`src/rtl/ddr_cmd_rr_arbiter.sv`:
```
// ---------------------------------------------------------------------------
// ddr_cmd_rr_arbiter
//
// Command arbiter for the DDR AXI controller. It picks one of CH_NUM
// requesters, either by fixed priority (lowest index) or by round-robin. It
// latches the winner's start address and issues a single command request to
// the downstream DDR read or write controller. It then follows that
// controller's busy handshake until the burst group completes. If the
// controller never raises busy while the request is pending, a watchdog
// returns the arbiter to arbitration and emits a one-cycle error pulse.
//
// Ports
//   i_axi_aclk     clock
//   i_rst          synchronous reset, active-high
//   i_init_ack     DDR controller init done (only looked at while idle)
//   i_req          per-channel request
//   i_ready        per-channel data/buffer ready
//   i_addr         packed start addresses, channel k at [k*ADDR_WIDTH +: ADDR_WIDTH]
//   o_grant        one-hot grant / chip select of the channel being served
//   o_cmd_rq       command request, high for every cycle of the start phase
//   o_cmd_addr     latched start address of the granted channel
//   i_ctrl_busy    busy from the downstream controller
//   o_busy         a transaction is in flight
//   o_timeout_err  one-cycle pulse when the start handshake times out
// ---------------------------------------------------------------------------
module ddr_cmd_rr_arbiter #(
    parameter int CH_NUM      = 4,
    parameter int ADDR_WIDTH  = 28,
    parameter int ARB_MODE    = 1,
    parameter int TIMEOUT_CYC = 64
) (
    input  logic                         i_axi_aclk,
    input  logic                         i_rst,
    input  logic                         i_init_ack,
    input  logic [CH_NUM-1:0]            i_req,
    input  logic [CH_NUM-1:0]            i_ready,
    input  logic [CH_NUM*ADDR_WIDTH-1:0] i_addr,
    output logic [CH_NUM-1:0]            o_grant,
    output logic                         o_cmd_rq,
    output logic [ADDR_WIDTH-1:0]        o_cmd_addr,
    input  logic                         i_ctrl_busy,
    output logic                         o_busy,
    output logic                         o_timeout_err
);

    localparam int IDX_W = $clog2(CH_NUM);
    localparam int CNT_W = $clog2(TIMEOUT_CYC);

    localparam logic [1:0] ST_IDLE  = 2'd0;
    localparam logic [1:0] ST_WAIT  = 2'd1;
    localparam logic [1:0] ST_START = 2'd2;
    localparam logic [1:0] ST_END   = 2'd3;

    localparam logic [IDX_W-1:0] LAST_IDX = IDX_W'(CH_NUM - 1);
    localparam logic [CNT_W-1:0] CNT_LAST = CNT_W'(TIMEOUT_CYC - 1);

    // -----------------------------------------------------------------------
    // State
    // -----------------------------------------------------------------------
    logic [1:0]            state_reg,   state_next;
    logic [CH_NUM-1:0]     grant_reg,   grant_next;
    logic                  cmd_rq_reg,  cmd_rq_next;
    logic [ADDR_WIDTH-1:0] addr_reg,    addr_next;
    logic                  busy_reg,    busy_next;
    logic                  err_reg,     err_next;
    logic [IDX_W-1:0]      ptr_reg,     ptr_next;
    logic [CNT_W-1:0]      cnt_reg,     cnt_next;
    logic [IDX_W-1:0]      owner_reg,   owner_next;

    // -----------------------------------------------------------------------
    // Request qualification and address slicing
    // -----------------------------------------------------------------------
    logic [CH_NUM-1:0]     eligible;
    logic [ADDR_WIDTH-1:0] addr_slice [CH_NUM];

    assign eligible = i_req & i_ready;

    generate
        for (genvar gi = 0; gi < CH_NUM; gi++) begin : g_slice
            assign addr_slice[gi] = i_addr[gi*ADDR_WIDTH +: ADDR_WIDTH];
        end
    endgenerate

    // -----------------------------------------------------------------------
    // Search order. Position gi in the search is channel (ptr + gi) mod
    // CH_NUM. In fixed-priority mode the pointer stays at zero, so the
    // search order is simply 0..CH_NUM-1. The wrap is one conditional
    // subtract because ptr + gi never reaches 2*CH_NUM.
    // -----------------------------------------------------------------------
    logic [IDX_W-1:0] cand_idx [CH_NUM];

    generate
        for (genvar gi = 0; gi < CH_NUM; gi++) begin : g_cand
            logic [IDX_W:0] sum;
            assign sum = {1'b0, ptr_reg} + (IDX_W+1)'(gi);
            assign cand_idx[gi] = (sum >= (IDX_W+1)'(CH_NUM))
                                ? IDX_W'(sum - (IDX_W+1)'(CH_NUM))
                                : sum[IDX_W-1:0];
        end
    endgenerate

    // The first eligible channel in search order wins.
    logic             win_valid;
    logic [IDX_W-1:0] win_idx;

    always_comb begin
        win_valid = 1'b0;
        win_idx   = '0;
        for (int i = 0; i < CH_NUM; i++) begin
            if (!win_valid && eligible[cand_idx[i]]) begin
                win_valid = 1'b1;
                win_idx   = cand_idx[i];
            end
        end
    end

    logic [CH_NUM-1:0] win_onehot;

    generate
        for (genvar gi = 0; gi < CH_NUM; gi++) begin : g_onehot
            assign win_onehot[gi] = (win_idx == IDX_W'(gi));
        end
    endgenerate

    // When a transaction finishes, the next search starts just after the
    // channel that was served. In fixed-priority mode the pointer is pinned
    // at zero.
    logic [IDX_W-1:0] rr_after_owner;

    always_comb begin
        rr_after_owner = '0;
        if (ARB_MODE != 0) begin
            rr_after_owner = (owner_reg == LAST_IDX) ? '0 : owner_reg + IDX_W'(1);
        end
    end

    // -----------------------------------------------------------------------
    // Next-state logic
    // -----------------------------------------------------------------------
    always_comb begin
        state_next  = state_reg;
        grant_next  = grant_reg;
        cmd_rq_next = cmd_rq_reg;
        addr_next   = addr_reg;
        busy_next   = busy_reg;
        err_next    = 1'b0;
        ptr_next    = ptr_reg;
        cnt_next    = cnt_reg;
        owner_next  = owner_reg;

        case (state_reg)
            ST_IDLE: begin
                if (i_init_ack) begin
                    state_next = ST_WAIT;
                end
            end

            ST_WAIT: begin
                grant_next  = '0;
                cmd_rq_next = 1'b0;
                busy_next   = 1'b0;
                if (win_valid) begin
                    grant_next  = win_onehot;
                    addr_next   = addr_slice[win_idx];
                    owner_next  = win_idx;
                    cnt_next    = '0;
                    cmd_rq_next = 1'b1;
                    busy_next   = 1'b1;
                    state_next  = ST_START;
                end
            end

            ST_START: begin
                // Busy takes precedence over the watchdog on the same cycle.
                if (i_ctrl_busy) begin
                    cmd_rq_next = 1'b0;
                    state_next  = ST_END;
                end else if (cnt_reg == CNT_LAST) begin
                    err_next    = 1'b1;
                    grant_next  = '0;
                    cmd_rq_next = 1'b0;
                    busy_next   = 1'b0;
                    ptr_next    = rr_after_owner;
                    state_next  = ST_WAIT;
                end else begin
                    cnt_next = cnt_reg + CNT_W'(1);
                end
            end

            ST_END: begin
                if (!i_ctrl_busy) begin
                    grant_next = '0;
                    busy_next  = 1'b0;
                    ptr_next   = rr_after_owner;
                    state_next = ST_WAIT;
                end
            end

            default: begin
                state_next = ST_IDLE;
            end
        endcase
    end

    // -----------------------------------------------------------------------
    // Registers
    // -----------------------------------------------------------------------
    always_ff @(posedge i_axi_aclk) begin
        if (i_rst) begin
            state_reg  <= ST_IDLE;
            grant_reg  <= '0;
            cmd_rq_reg <= 1'b0;
            addr_reg   <= '0;
            busy_reg   <= 1'b0;
            err_reg    <= 1'b0;
            ptr_reg    <= '0;
            cnt_reg    <= '0;
            owner_reg  <= '0;
        end else begin
            state_reg  <= state_next;
            grant_reg  <= grant_next;
            cmd_rq_reg <= cmd_rq_next;
            addr_reg   <= addr_next;
            busy_reg   <= busy_next;
            err_reg    <= err_next;
            ptr_reg    <= ptr_next;
            cnt_reg    <= cnt_next;
            owner_reg  <= owner_next;
        end
    end

    assign o_grant       = grant_reg;
    assign o_cmd_rq      = cmd_rq_reg;
    assign o_cmd_addr    = addr_reg;
    assign o_busy        = busy_reg;
    assign o_timeout_err = err_reg;

endmodule

```
`config.mk`:
```
export PLATFORM = sky130hd
export DESIGN_NAME = ddr_cmd_rr_arbiter
export DESIGN_NICKNAME = d
export VERILOG_FILES = /design/src/rtl/ddr_cmd_rr_arbiter.sv
export SDC_FILE = /design/constraint.sdc
export NUM_CORES = 1
export LEC_CHECK = 0
export CAP_MARGIN = 30
export CORE_ASPECT_RATIO = 1.25
export CORE_MARGIN = 5
export CORE_UTILIZATION = 43
export DETAILED_ROUTE_END_ITERATION = 6
export PLACE_DENSITY = 0.87
export SLEW_MARGIN = 0
export SYNTH_ARGS = -nofsm -noshare
export SYNTH_HDL_FRONTEND = slang
export SYNTH_SLANG_ARGS = --single-unit
export TNS_END_PERCENT = 50
```
`constraint.sdc`:
```
create_clock -name i_axi_aclk -period 3.1 [get_ports i_axi_aclk]
set_input_delay 0.465 -clock i_axi_aclk [delete_from_list [all_inputs] [get_ports i_axi_aclk]]
set_output_delay 0.465 -clock i_axi_aclk [all_outputs]
set_load 0.1 [all_outputs]
```
### Word level (Yosys, flattened, before mapping)

Cells that the tools add are included.

* register bits: 47
* output and inout bits: 35
* word-level logic and storage cells: 114

* add/sub/neg operators: 9
* order comparisons: 9
* equal/unequal tests: 15
* muxes and demuxes: 51
* bitwise gates (word level): 3
* reductions and logical operators: 18

Operators by type and width (number)
* 28-bit binary-select mux with 2-bit select: 1
* 28-bit two-way mux: 2
* 2-bit two-way mux: 17
* 6-bit two-way mux: 3
* 4-bit two-way mux: 4
* 4-bit AND reduction: 4
* 1-bit two-way mux: 14
* 3-bit greater-or-equal comparator, second input constant: 4
* 2-bit by 3-bit less-than comparator with 1-bit output, second input constant: 4
* 2-bit inequality test, second input constant: 6
* 4-bit case mux with 3 select lines: 1
* 6-bit case mux with 2 select lines: 1
* 2-bit equality test, second input constant: 5
* 1-bit binary-select mux with 2-bit select: 4
* 2-bit case mux with 4 select lines: 1
* 2-bit by 1-bit subtractor with 2-bit output, second input constant: 4
* 2-bit by 2-bit adder with 3-bit output, second input constant: 2
* 6-bit by 1-bit adder with 6-bit output, second input constant: 1
* 6-bit equality test, second input constant: 1
* 4-bit bitwise AND: 1
* 2-bit by 1-bit equality test with 1-bit output, second input constant: 2
* 2-bit zero test: 2
* 2-bit case mux with 2 select lines: 1
* 2-bit AND reduction: 2
* 13 further kinds: 18

### Longest topological paths before layout

Gate-level depths: netlist of the first run.

* depth in word-level cells: 18
* gate-level depth with buffers: 8
* mapped depth without buffers: 7

### Worst setup path before layout of the first run

Ideal clock, no wire load.

* path type: input port to flip-flop
* start point: input port i_req[1]
* end point: register addr_reg[0], in the netlist o_cmd_addr[0]
* arrival: 1591 ps
* setup slack: 1381 ps
* stages: 7
* path buffers: 2
* cells stage by stage: a22o_1 -> o2111a_1 -> buf_4 -> buf_2 -> o21a_1 -> o21ai_1 -> o211ai_1

* word-level cells in the longest chain between the ends: 17
* elaborated cells on any way between the ends: 28

RTL lines
* start, declared: RTL line 35 `input logic [CH_NUM-1:0] i_req,`
* 4-bit bitwise AND *: RTL line 76 `assign eligible = i_req & i_ready;`
* 1-bit binary-select mux with 2-bit select: RTL line 110 `if (!win_valid && eligible[cand_idx[i]]) begin`
* 1-bit two-way mux (not written as such): RTL line 110
* 1-bit two-way mux: RTL line 110
* 1-bit zero test: RTL line 110
* 1-bit logical AND: RTL line 110
* 1-bit two-way mux: RTL line 110
* 1-bit zero test: RTL line 110
* 1-bit logical AND: RTL line 110
* 1-bit two-way mux: RTL line 110
* 1-bit zero test: RTL line 110
* 1-bit logical AND: RTL line 110
* 2-bit two-way mux: RTL line 110
* 2-bit inverter with 3-bit output (not written as such): RTL line 164 `addr_next = addr_slice[win_idx];`
* 28-bit binary-select mux with 2-bit select: RTL line 164
* 28-bit two-way mux (not written as such) (2 in series): RTL line 164
* end signal, assigned: RTL line 223 `addr_reg <= addr_next;`
* end, declared: RTL line 63 `logic [ADDR_WIDTH-1:0] addr_reg, addr_next;`

Every way passes the cells marked *; elsewhere a longest branch is shown, timed or not. The select of a mux whose other input is x is not followed.
A chain may end at the register's enable or synchronous reset.

### Worst setup path in the final report of the first run

* start point: input port i_req[1]
* end point: register addr_reg[21], in the netlist o_cmd_addr[21]

Same word-level chain as after synthesis.

==> summary.md, run 1 <==
| Metric | Value |
|---|---|
| Io pins | 159 |
| Worst-path cell chain | clkdlybuf4s50_1 > a22oi_1 > a311o_1 > a211oi_4 > buf_4 > o21ai_1 > o211ai_1 |
| Sequential Power Share | 33.7% |
| Pwr Density | 440 nW/µm² |
| CP arrival | 2.30 ns |
| Setup-failing EPs final | 0 |
| CP required | 3.32 ns |
| Post-Syn Area per Cell | 8.56 µm² |
| Max reg flops | 28 |
| Max-slew violations | 0 |
| Slew @ Worst Pin | 0.488 ns |
| Lkg Pwr | 1.88 nW |
| Cell Count Post-Placement | 580 |
| Wirelength, routed | 9720 µm |
| Most frequent cells after synthesis | dfxtp_1 (47), nand2_1 (36), mux2i_1 (34), o211ai_1 (32), nor3b_1 (29) |
| Hold Buf Count CTS | 0 |
| Unrepaired setup endpoints after global routing | false |
| Status | finished, final reports clean |
| Max-cap violations | 0 |
| Critical path class | in2reg |
| Die ar. | 8680 µm² |
| Sw Share | 36.9% |
| Primary FF master, synth | dfxtp_1 |
| Xor/xnor cell area share of the yosys netlist | 1.47% |
| Max VDD drop | 0.000238 V |
| Dpl hpwl | 7640 µm |
| Die span in x | 84.4 µm |
| Psw | 0.754 mW |
| Post-synthesis sequential area ratio | 31.7% |
| Clock share of power | 25.8% |
| Crit path launch type | input pin |
| Post-CTS setup buffers | 0 |
| Via count | 3180 |
| Placement row count | 34 |
| Core area | 6850 µm² |
| Die Y | 103 µm |
| Synth top area share | 31.7% |
| I/O Buffers | 158 |
| Root buffer cell | clkbuf_8 |
| Initial Utilization | 43.4% |
| Area contributors post-synth | dfxtp_1 (32%), mux2i_1 (11%), o211ai_1 (8.1%), nor3b_1 (7.3%), o21a_1 (7.1%) |
| GP Congestion | 0.922 |
| Fmax | 0.479 GHz |
| Clock sink count | 47 |
| CTS Buffer Depth | 2 |
| Grt ovf | 0 |
| Worst Slack Setup Final | 1.01 ns |
| Seq cells post-synth | 47 |
| Resize count post-CTS | 0 |
| Area leader, netlist | dfxtp_1 |
| EDFF count, synth | 0 |
| Final Hold Fails | 0 |
| 1st-iter DRT viols | 120 |
| Logic pwr share | 40.5% |
| Fraction of registers with async set/reset | 0% |
| First-pass GRT wire length | 15400 µm |
| Most frequent cell after synthesis | dfxtp_1 |
| Crit path max fanout | 28 |
| Global Route Usage Sum | 21.9% |
| Ys Warns | 0 |
| Detail Route Antenna Nets | 0 |
| Reg clk slew, reported paths | 0.09 ns |
| WL per Instance | 16.5 µm |
| Final Cell Area | 4650 µm² |
| Main combinational cell family by area after synthesis | compound AO/OA/AOI/OAI gates |
| Area Overhead vs Synth | 56.3% |
| Cells after Synth | 347 |
| Mapped Nets | 478 |
| Mux contribution to synthesized area | 11.5% |
| Crit path buf inv count | 2 |
| Synth Area in Adders | 2.95% |
| Vias in the first global route | 3290 |
| Layout Cells excl Fill | 588 |
| Area fraction in compound gates after synthesis | 27.7% |
| Initial antenna violation count | 0 |
| Setup crit end kind | register |
| Total power | 2.04 mW |
| Layout cells sized above 1 | 12.4% |
| First-pass DRT Iterations | 4 |
| Fin nets | 628 |
| Diode count | 0 |
| Hold Path Class | reg2reg |
| Via density | 5.41 |
| Rel. slew slack | 67.2% |
| Clock latency at the later pin of the worst-skew pair | 0.30 ns |
| Synth unique cells | 44 |
| Internal power | 1.29 mW |
| Mapped cell area | 2970 µm² |
| Min Tclk post-route | 2.09 ns |
| Kind of cell adding the most delay to the critical path | compound AO/OA/AOI/OAI gates |
| Setup total negative slack | 0 ns |
| Pre-CTS WS | 0.730 ns |
| Simple-gate share of the synthesized area | 18.6% |
| Period utilisation layout | 67.4% |
| CTS tree | done |
| Setup Skew | 0.00872 ns |
| Cts bufs inserted | 5 |
| Placement Cell Area | 4510 µm² |
| Crit-path slowest cell | clkdlybuf4s50_1 |
| Worst path max stage delay | 0.54 ns |
| H-tree Lvls | 2 |
| # DRC | 0 |
| Largest net degree at the start of global routing | 34 |
[power groups by stage]
stage                     combinational (mW)  sequential [mW]  clock (mW)
after global routing                   0.873            0.694       0.564
after global placement                 0.815            0.698           0
after floorplan                        0.244            0.995           0
final                                  0.828            0.688       0.526
after detailed placement               0.829            0.700           0
after CTS                              0.831            0.688       0.536
[per-layer routing]
metal,global-route usage (%),vias up,wire length [µm]
li1,-,1574,-
met1,23.0,1469,3540
met2,41.3,122,5200
met3,6.79,15,811
met4,7.67,0,170
met5,0,-,0
[final cells by class]
type                    count  area (µm²)
fillers                   572        2200
multi-input cells         268        1860
repair buffers            169        1580
flip-flops and latches     47         941
well taps                  90         113
clock buffers               5        68.8
clock inverters             3        67.6
inverters                   6        22.5
[placed cells by master, fill, tap and decap left out, drive strengths merged, types with 2 or more instances in the layout]
cell,count
clkdlybuf4s50,123
clkbuf,5
xor2,5
dfxtp,47
a21oi,9
inv,6
a32oi,3
o2111a,2
o21ai,30
mux2i,34
and2,3
a21o,2
o211ai,32
nor3b,29
nand2b,2
a22oi,3
or2,3
nand3b,2
bufinv,2
buf,46
o21a,28
nand2,36
ha,7
nor2,20
a22o,2
and3,3
[worst paths after layout]
check | from | slack (ns) | cells past startpoint | end
max | i_req[1] | 1.01 | 7 | o_cmd_addr[21]$_SDFFE_PP0P_
min | o_grant[3]$_SDFFE_PP0P_ | 0.47 | 2 | o_grant[3]$_SDFFE_PP0P_
max reg2reg | state_reg[1]$_SDFFE_PP0P_ | 1.03 | 8 | o_cmd_addr[21]$_SDFFE_PP0P_
min reg2reg | o_grant[3]$_SDFFE_PP0P_ | 0.47 | 2 | o_grant[3]$_SDFFE_PP0P_
[worst min-delay path: stages (launching register included)]
cell and delay [ns]:
dfxtp_1 0.32, nand2_1 0.05, a21oi_1 0.05
[metrics by stage]
step                      hold slack [ns]  utilization [%]
after floorplan                     0.459                -
after global placement              0.451             65.8
after detailed placement            0.460             65.8
after CTS                           0.473             67.8
after global routing                0.495             67.8
final                               0.472             67.8
[logic make-up (layout without fill, tap and decap cells)]
logic type,after synthesis,after routing
buf+inv,32,183
compound gates,118,118
flops,47,47
mux,34,34
simple gates,104,104
fa+ha+maj,7,7
xor+xnor,5,5
Note: power is estimated with default switching activity, not from simulation.
==> run 2: changes to the inputs <==
--- a/config.mk
+++ b/config.mk
@@ -8,9 +8,9 @@
 export CAP_MARGIN = 30
 export CORE_ASPECT_RATIO = 1.25
 export CORE_MARGIN = 5
-export CORE_UTILIZATION = 43
+export CORE_UTILIZATION = 40
 export DETAILED_ROUTE_END_ITERATION = 6
-export PLACE_DENSITY = 0.87
+export PLACE_DENSITY = 0.82
 export SLEW_MARGIN = 0
 export SYNTH_ARGS = -nofsm -noshare
 export SYNTH_HDL_FRONTEND = slang
==> constraint.sdc (replaced) <==
create_clock -name i_axi_aclk -period 2.1 [get_ports i_axi_aclk]
set_input_delay 0.315 -clock i_axi_aclk [delete_from_list [all_inputs] [get_ports i_axi_aclk]]
set_output_delay 0.315 -clock i_axi_aclk [all_outputs]
set_load 0.1 [all_outputs]
==> run 2 against run 1 <==
  * Worst hold slack better by 0.0071 ns
  * Clock-buffer cell count unchanged
  * Clock skew up 0.00085 ns
  * Sequential share of layout area down 0.41 points
  * Non-clock buffer count up 8
  * Sequential cell count unchanged
  * Critical endpoint is now o_cmd_addr[14]$_SDFFE_PP0P_
  * Global-route usage down 0.59 points
  * Clock power up 27%
==> summary.md, run 2 (synthesized netlist as in run 1, its figures left out) <==
| Metric | Value |
|---|---|
| Setup total negative slack | 0 ns (unchanged) |
| GP Congestion | 0.867 (-5.9%) |
| CP required | 2.32 ns (-1.00 ns) |
| # DRC | 0 (unchanged) |
| CP arrival | 2.16 ns (-0.14 ns) |
| Clock sink count | 47 (unchanged) |
| Diode count | 0 (unchanged) |
| Hold Path Class | reg2reg |
| Fin nets | 636 (+1.3%) |
| Slew @ Worst Pin | 0.441 ns (-0.0479 ns) |
| Cts bufs inserted | 5 (unchanged) |
| Wirelength, routed | 9890 µm (+1.8%) |
| Area Overhead vs Synth | 59.5% |
| Setup crit end kind | register |
| Placement row count | 35 (+2.9%) |
| CTS Buffer Depth | 2 (unchanged) |
| Crit path launch type | register |
| Worst Slack Setup Final | 0.158 ns (-0.853 ns) |
| Global Route Usage Sum | 21.3% (-0.59 points) |
| Rel. slew slack | 70.5% (+3.3 points) |
| Die ar. | 9260 µm² (+6.7%) |
| Setup Skew | 0.00958 ns (+0.000854 ns) |
| Cell Count Post-Placement | 590 (+1.7%) |
| Min Tclk post-route | 1.94 ns |
| Vias in the first global route | 3288 (-0.061%) |
| Via count | 3246 (+2.1%) |
| Layout Cells excl Fill | 597 (+1.5%) |
| Layout cells sized above 1 | 13.7% (+1.2 points) |
| Status | finished, final reports clean |
| Hold Buf Count CTS | 0 (unchanged) |
| Detail Route Antenna Nets | 0 (unchanged) |
| WL per Instance | 16.6 µm (+0.25%) |
| WHS | 0.479 ns (+0.00710 ns) |
| Root buffer cell | clkbuf_8 |
| Via density | 5.44 (+0.54%) |
| Resize count post-CTS | 0 (unchanged) |
| First-pass DRT Iterations | 5 (+1) |
| CTS tree | done |
| Pre-CTS WS | -0.0890 ns (-0.819 ns) |
| First-pass GRT wire length | 15800 µm (+2.4%) |
| Final Cell Area | 4740 µm² (+2.0%) |
| Core area | 7310 µm² (+6.8%) |
| Initial antenna violation count | 0 (unchanged) |
| Largest net degree at the start of global routing | 37 (+8.8%) |
| Max-cap violations | 0 (unchanged) |
| Commonest cells after routing, fill and taps aside | clkdlybuf4s50_1 (123), buf_4 (49), dfxtp_1 (47) |
| Die Y | 106 µm (+3.3%) |
| 1st-iter DRT viols | 99 (-18%) |
| Reg clk slew, reported paths | 0.09 ns (about the same) |
| Setup-failing EPs final | 0 (unchanged) |
| Dpl hpwl | 7810 µm (+2.3%) |
| Fillers | 641 (+12%) |
| Max VDD drop | 0.000487 V (+100%) |
| Max reg flops | 28 (unchanged) |
| Post-CTS setup buffers | 0 (unchanged) |
| Unrepaired setup endpoints after global routing | false |
| Grt ovf | 0 (unchanged) |
| Fmax | 0.515 GHz |
| Commonest non-fill, non-tap cell in the layout | clkdlybuf4s50_1 |
| Initial Utilization | 40.6% (-2.8 points) |
| Crit path max fanout | 17 (-39%) |
| Lkg Pwr | 1.92 nW (+2.5%) |
| Final Hold Fails | 0 (unchanged) |
| Period utilisation layout | 92.5% |
| Pwr Density | 621 nW/µm² (+41%) |
| Die span in x | 87.1 µm (+3.2%) |
| I/O Buffers | 158 (unchanged) |
| H-tree Lvls | 2 (unchanged) |
| Clock latency at the later pin of the worst-skew pair | 0.30 ns (about the same) |
| Max-slew violations | 0 (unchanged) |
| Placement Cell Area | 4630 µm² (+2.8%) |
| Io pins | 159 (unchanged) |
| Critical path class | reg2reg |
-- run 2: changes by cell type in the layout (fill, tap and decap cells not counted), sizes merged --
cell	previous run	this run
bufinv	2	1
buf	46	54
-- run 2: area by class of cell --
class / count / area (µm²) / share of cell area [%]
Inverter: 6 / 22.5 / 0.475
Multi-Input combinational cell: 268 / 1860 / 39.2
Tap cell: 92 / 115 / 2.43
Timing Repair Buffer: 177 / 1700 / 35.8
Sequential cell: 47 / 941 / 19.8
Clock inverter: 2 / 37.5 / 0.792
Clock buffer: 5 / 68.8 / 1.45
-- run 2: worst paths after layout --
| kind | from | to | slack [ns] | depth (start not counted) |
|---|---|---|---|---|
| worst min-delay path | o_grant[3]$_SDFFE_PP0P_ | o_grant[3]$_SDFFE_PP0P_ | 0.48 | 2 |
| worst min register to register | o_grant[3]$_SDFFE_PP0P_ | o_grant[3]$_SDFFE_PP0P_ | 0.48 | 2 |
| worst max register to register | state_reg[1]$_SDFFE_PP0P_ | o_cmd_addr[14]$_SDFFE_PP0P_ | 0.16 | 8 |
| worst max-delay path | state_reg[1]$_SDFFE_PP0P_ | o_cmd_addr[14]$_SDFFE_PP0P_ | 0.16 | 8 |
-- run 2: through the flow --
stage | total power, mW | util [%]
2_1_floorplan | 1.83 | -
3_3_place_gp | 2.28 | 63.4
3_5_place_dp | 2.30 | 63.4
4_1_cts | 2.96 | 64.8
5_1_grt | 3.07 | 64.8
6_report | 2.94 | 64.8
-- run 2: layer usage --
metal  vias up  GRT usage, %  share of wire [%]
li1       1584             -                  -
met1      1515          23.4                 38
met2       126          38.2                 51
met3        21          6.51                8.6
met4         0          6.69                2.6
met5         -             0                  0
-- run 2: critical path: stages (launching register included) --
cell	delay [ns]
dfxtp_1	0.35
inv_1	0.11
ha_1	0.28
inv_1	0.10
a311o_1	0.34
a211oi_4	0.21
buf_4	0.25
o21ai_0	0.13
o211ai_1	0.10
-- run 2: power by group --
group	total, mW	switching [mW]	internal, mW
sequential	1.01	0.0476	0.966
combinational	1.26	0.766	0.497
clock	0.667	0.319	0.349
total	2.94	1.13	1.81
==> run 3: changes to the inputs <==
--- a/config.mk
+++ b/config.mk
@@ -8,9 +8,9 @@
 export CAP_MARGIN = 30
 export CORE_ASPECT_RATIO = 1.25
 export CORE_MARGIN = 5
-export CORE_UTILIZATION = 40
+export CORE_UTILIZATION = 43
 export DETAILED_ROUTE_END_ITERATION = 6
-export PLACE_DENSITY = 0.82
+export PLACE_DENSITY = 0.87
 export SLEW_MARGIN = 0
 export SYNTH_ARGS = -nofsm -noshare
 export SYNTH_HDL_FRONTEND = slang
==> constraint.sdc (replaced) <==
create_clock -name i_axi_aclk -period 2.5 [get_ports i_axi_aclk]
set_input_delay 0.375 -clock i_axi_aclk [delete_from_list [all_inputs] [get_ports i_axi_aclk]]
set_output_delay 0.375 -clock i_axi_aclk [all_outputs]
set_load 0.1 [all_outputs]
==> run 3 against run 2 <==
  * Sequential share of layout area rose by 0.31 points
  * Wire length rose by 0.15%
  * Non-clock buffer count fell by 5
  * First-iteration DRC count rose by 56%
  * Via count fell by 0.12%
  * Critical path depth did not move
  * Worst hold slack got worse by 0.015 ns
  * Clock skew barely moved
  * Critical path type unchanged
  * Largest power group unchanged
==> summary.md, run 3 (synthesized netlist as in run 1, its figures left out) <==
| Metric | Value |
|---|---|
| Io pins | 159 (unchanged) |
| Global Route met3 Usage | 6.95% (+0.44 points) |
| Vias in the first global route | 3322 (+1.0%) |
| Commonest non-fill, non-tap cell in the layout | clkdlybuf4s50_1 |
| CP arrival | 2.28 ns (+0.12 ns) |
| Clock sink count | 47 (unchanged) |
| Period utilisation layout | 81.8% (-11 points) |
| Max-cap violations | 0 (unchanged) |
| Final Hold Fails | 0 (unchanged) |
| Initial antenna violation count | 0 (unchanged) |
| Cts bufs inserted | 5 (unchanged) |
| Area Overhead vs Synth | 57.1% |
| Worst R2R Start | state_reg[1]$_SDFFE_PP0P_ |
| Die span in x | 84.4 µm (-3.1%) |
| Layout cells sized above 1 | 13.0% (-0.69 points) |
| Fin nets | 631 (-0.79%) |
| I/O Buffers | 158 (unchanged) |
| Diode count | 0 (unchanged) |
| Hold depth | 2 (unchanged) |
| Crit path max fanout | 28 (+11) |
| Min Tclk post-route | 2.04 ns (+0.102 ns) |
| Unrepaired setup endpoints after global routing | false |
| Max reg flops | 28 (unchanged) |
| Psw | 0.956 mW (-16%) |
| Final Cell Area | 4670 µm² (-1.5%) |
| Slew @ Worst Pin | 0.539 ns (+0.0986 ns) |
| Via count | 3242 (-0.12%) |
| Reg clk slew, reported paths | 0.10 ns (about the same) |
| Placement row count | 34 (-2.9%) |
| Resize count post-CTS | 0 (unchanged) |
| Rel. slew slack | 63.8% (-6.7 points) |
| Worst Slack Setup Final | 0.456 ns (+0.298 ns) |
| CTS tree | done |
| Setup total negative slack | 0 ns (unchanged) |
| # DRC | 0 (unchanged) |
| Setup Skew | 0.00983 ns (+0.000249 ns) |
| Fmax | 0.489 GHz (-5.0%) |
| Root buffer cell | clkbuf_8 |
| GRT Max-Usage Layer | met2 |
| Worst hold endpoint | o_grant[3]$_SDFFE_PP0P_ |
| Met2 Track Usage GR | 40.9% (+2.7 points) |
| Setup crit end kind | register |
| Clock share of power | 20.9% (-1.8 points) |
| R2r endpoint | o_cmd_addr[25]$_SDFFE_PP0P_ |
| First-pass GRT wire length | 15600 µm (-1.1%) |
| Max-slew violations | 0 (unchanged) |
| Dpl hpwl | 7850 µm (+0.51%) |
| Min-delay src | o_grant[3]$_SDFFE_PP0P_ |
| Crit path launch type | register |
| Post-CTS setup buffers | 0 (unchanged) |
| Grt ovf | 0 (unchanged) |
| Placement Cell Area | 4570 µm² (-1.4%) |
| Wirelength, routed | 9910 µm (+0.15%) |
| Status | finished, final reports clean |
| Sw Share | 39.9% (+1.5 points) |
| Internal power | 1.44 mW (-21%) |
| Die ar. | 8680 µm² (-6.3%) |
| Initial Utilization | 43.4% (+2.8 points) |
| CP required | 2.73 ns (+0.41 ns) |
| Detail Route Antenna Nets | 0 (unchanged) |
| 1st-iter DRT viols | 154 (+56%) |
| GP Congestion | 0.865 (-0.28%) |
| CTS Buffer Depth | 2 (unchanged) |
| Commonest cells after routing, fill and taps aside | clkdlybuf4s50_1 (123), dfxtp_1 (47), buf_4 (46) |
| Hold Buf Count CTS | 0 (unchanged) |
| Core area | 6850 µm² (-6.3%) |
| Logic pwr share | 43.6% (+0.7 points) |
| Setup-failing EPs final | 0 (unchanged) |
| Critical path class | reg2reg |
| Max VDD drop | 0.000313 V (-36%) |
| First-pass DRT Iterations | 4 (-1) |
| Sequential Power Share | 35.6% (+1.2 points) |
| Die Y | 103 µm (-3.2%) |
| Pwr Density | 513 nW/µm² (-17%) |
| Total power | 2.39 mW (-19%) |
| GR Util met1 | 23.2% (-0.22 points) |
| Pre-CTS WS | 0.177 ns (+0.266 ns) |
| Register-to-Register Path Depth | 8 (unchanged) |
| Lkg Pwr | 1.89 nW (-1.9%) |
| Largest net degree at the start of global routing | 42 (+14%) |
| Hold Path Class | reg2reg |
| H-tree Lvls | 2 (unchanged) |
| Global Route Usage Sum | 22.2% (+0.95 points) |
| Via density | 5.49 (+0.89%) |
| Clock latency at the later pin of the worst-skew pair | 0.30 ns (about the same) |
| WL per Instance | 16.8 µm (+1.2%) |
| Reg2Reg Setup Slack | 0.46 ns (+0.30 ns) |
[run 3: stage by stage]
stage               utilization [%]  hold slack, ns  instances
floorplan                         -           0.444        347
global placement               66.7           0.451        583
detailed placement             66.7           0.456        583
CTS                            68.2           0.469        591
global route                   68.2           0.516        591
finish                         68.2           0.464        591
[run 3: how the worst max path moves through the flow]
stage | start | to | slack, ns | cells past startpoint
floorplan | state_reg[1]$_SDFFE_PP0P_ | o_cmd_addr[0]$_SDFFE_PP0P_ | 0.81 | 8
global route | state_reg[1]$_SDFFE_PP0P_ | o_cmd_addr[25]$_SDFFE_PP0P_ | 0.33 | 8
global placement | i_ready[1] | o_cmd_addr[25]$_SDFFE_PP0P_ | 0.25 | 7
CTS | state_reg[1]$_SDFFE_PP0P_ | o_cmd_addr[25]$_SDFFE_PP0P_ | 0.46 | 8
finish | state_reg[1]$_SDFFE_PP0P_ | o_cmd_addr[25]$_SDFFE_PP0P_ | 0.46 | 8
detailed placement | i_ready[1] | o_cmd_addr[25]$_SDFFE_PP0P_ | 0.18 | 7
[run 3: layout make-up]
type	count	area, µm²
Fill cell	559	2180
Multi-Input combinational cell	268	1860
Timing Repair Buffer	172	1640
Sequential cell	47	941
Tap cell	90	113
Clock buffer	6	82.6
Inverter	6	22.5
Clock inverter	2	16.3
[run 3: power by group through the flow]
stage	combinational [mW]	sequential, mW	clock (mW)
floorplan	0.302	1.23	0
global placement	1.03	0.865	0
detailed placement	1.04	0.868	0
CTS	1.05	0.851	0.515
global route	1.10	0.858	0.548
finish	1.04	0.851	0.499
[run 3: critical path, cell delays in order (launching register included)]
cell	delay, ns
dfxtp_1	0.35
inv_1	0.11
ha_1	0.33
inv_1	0.12
a311o_1	0.33
a211oi_4	0.15
buf_4	0.31
o21ai_1	0.16
o211ai_1	0.11
[run 3: routing by layer]
| metal | share of wire (%) | up-vias |
|---|---|---|
| met2 | 51 | 167 |
| met4 | 3.4 | 0 |
| li1 | - | 1579 |
| met1 | 36 | 1465 |
| met5 | 0 | - |
| met3 | 8.9 | 31 |
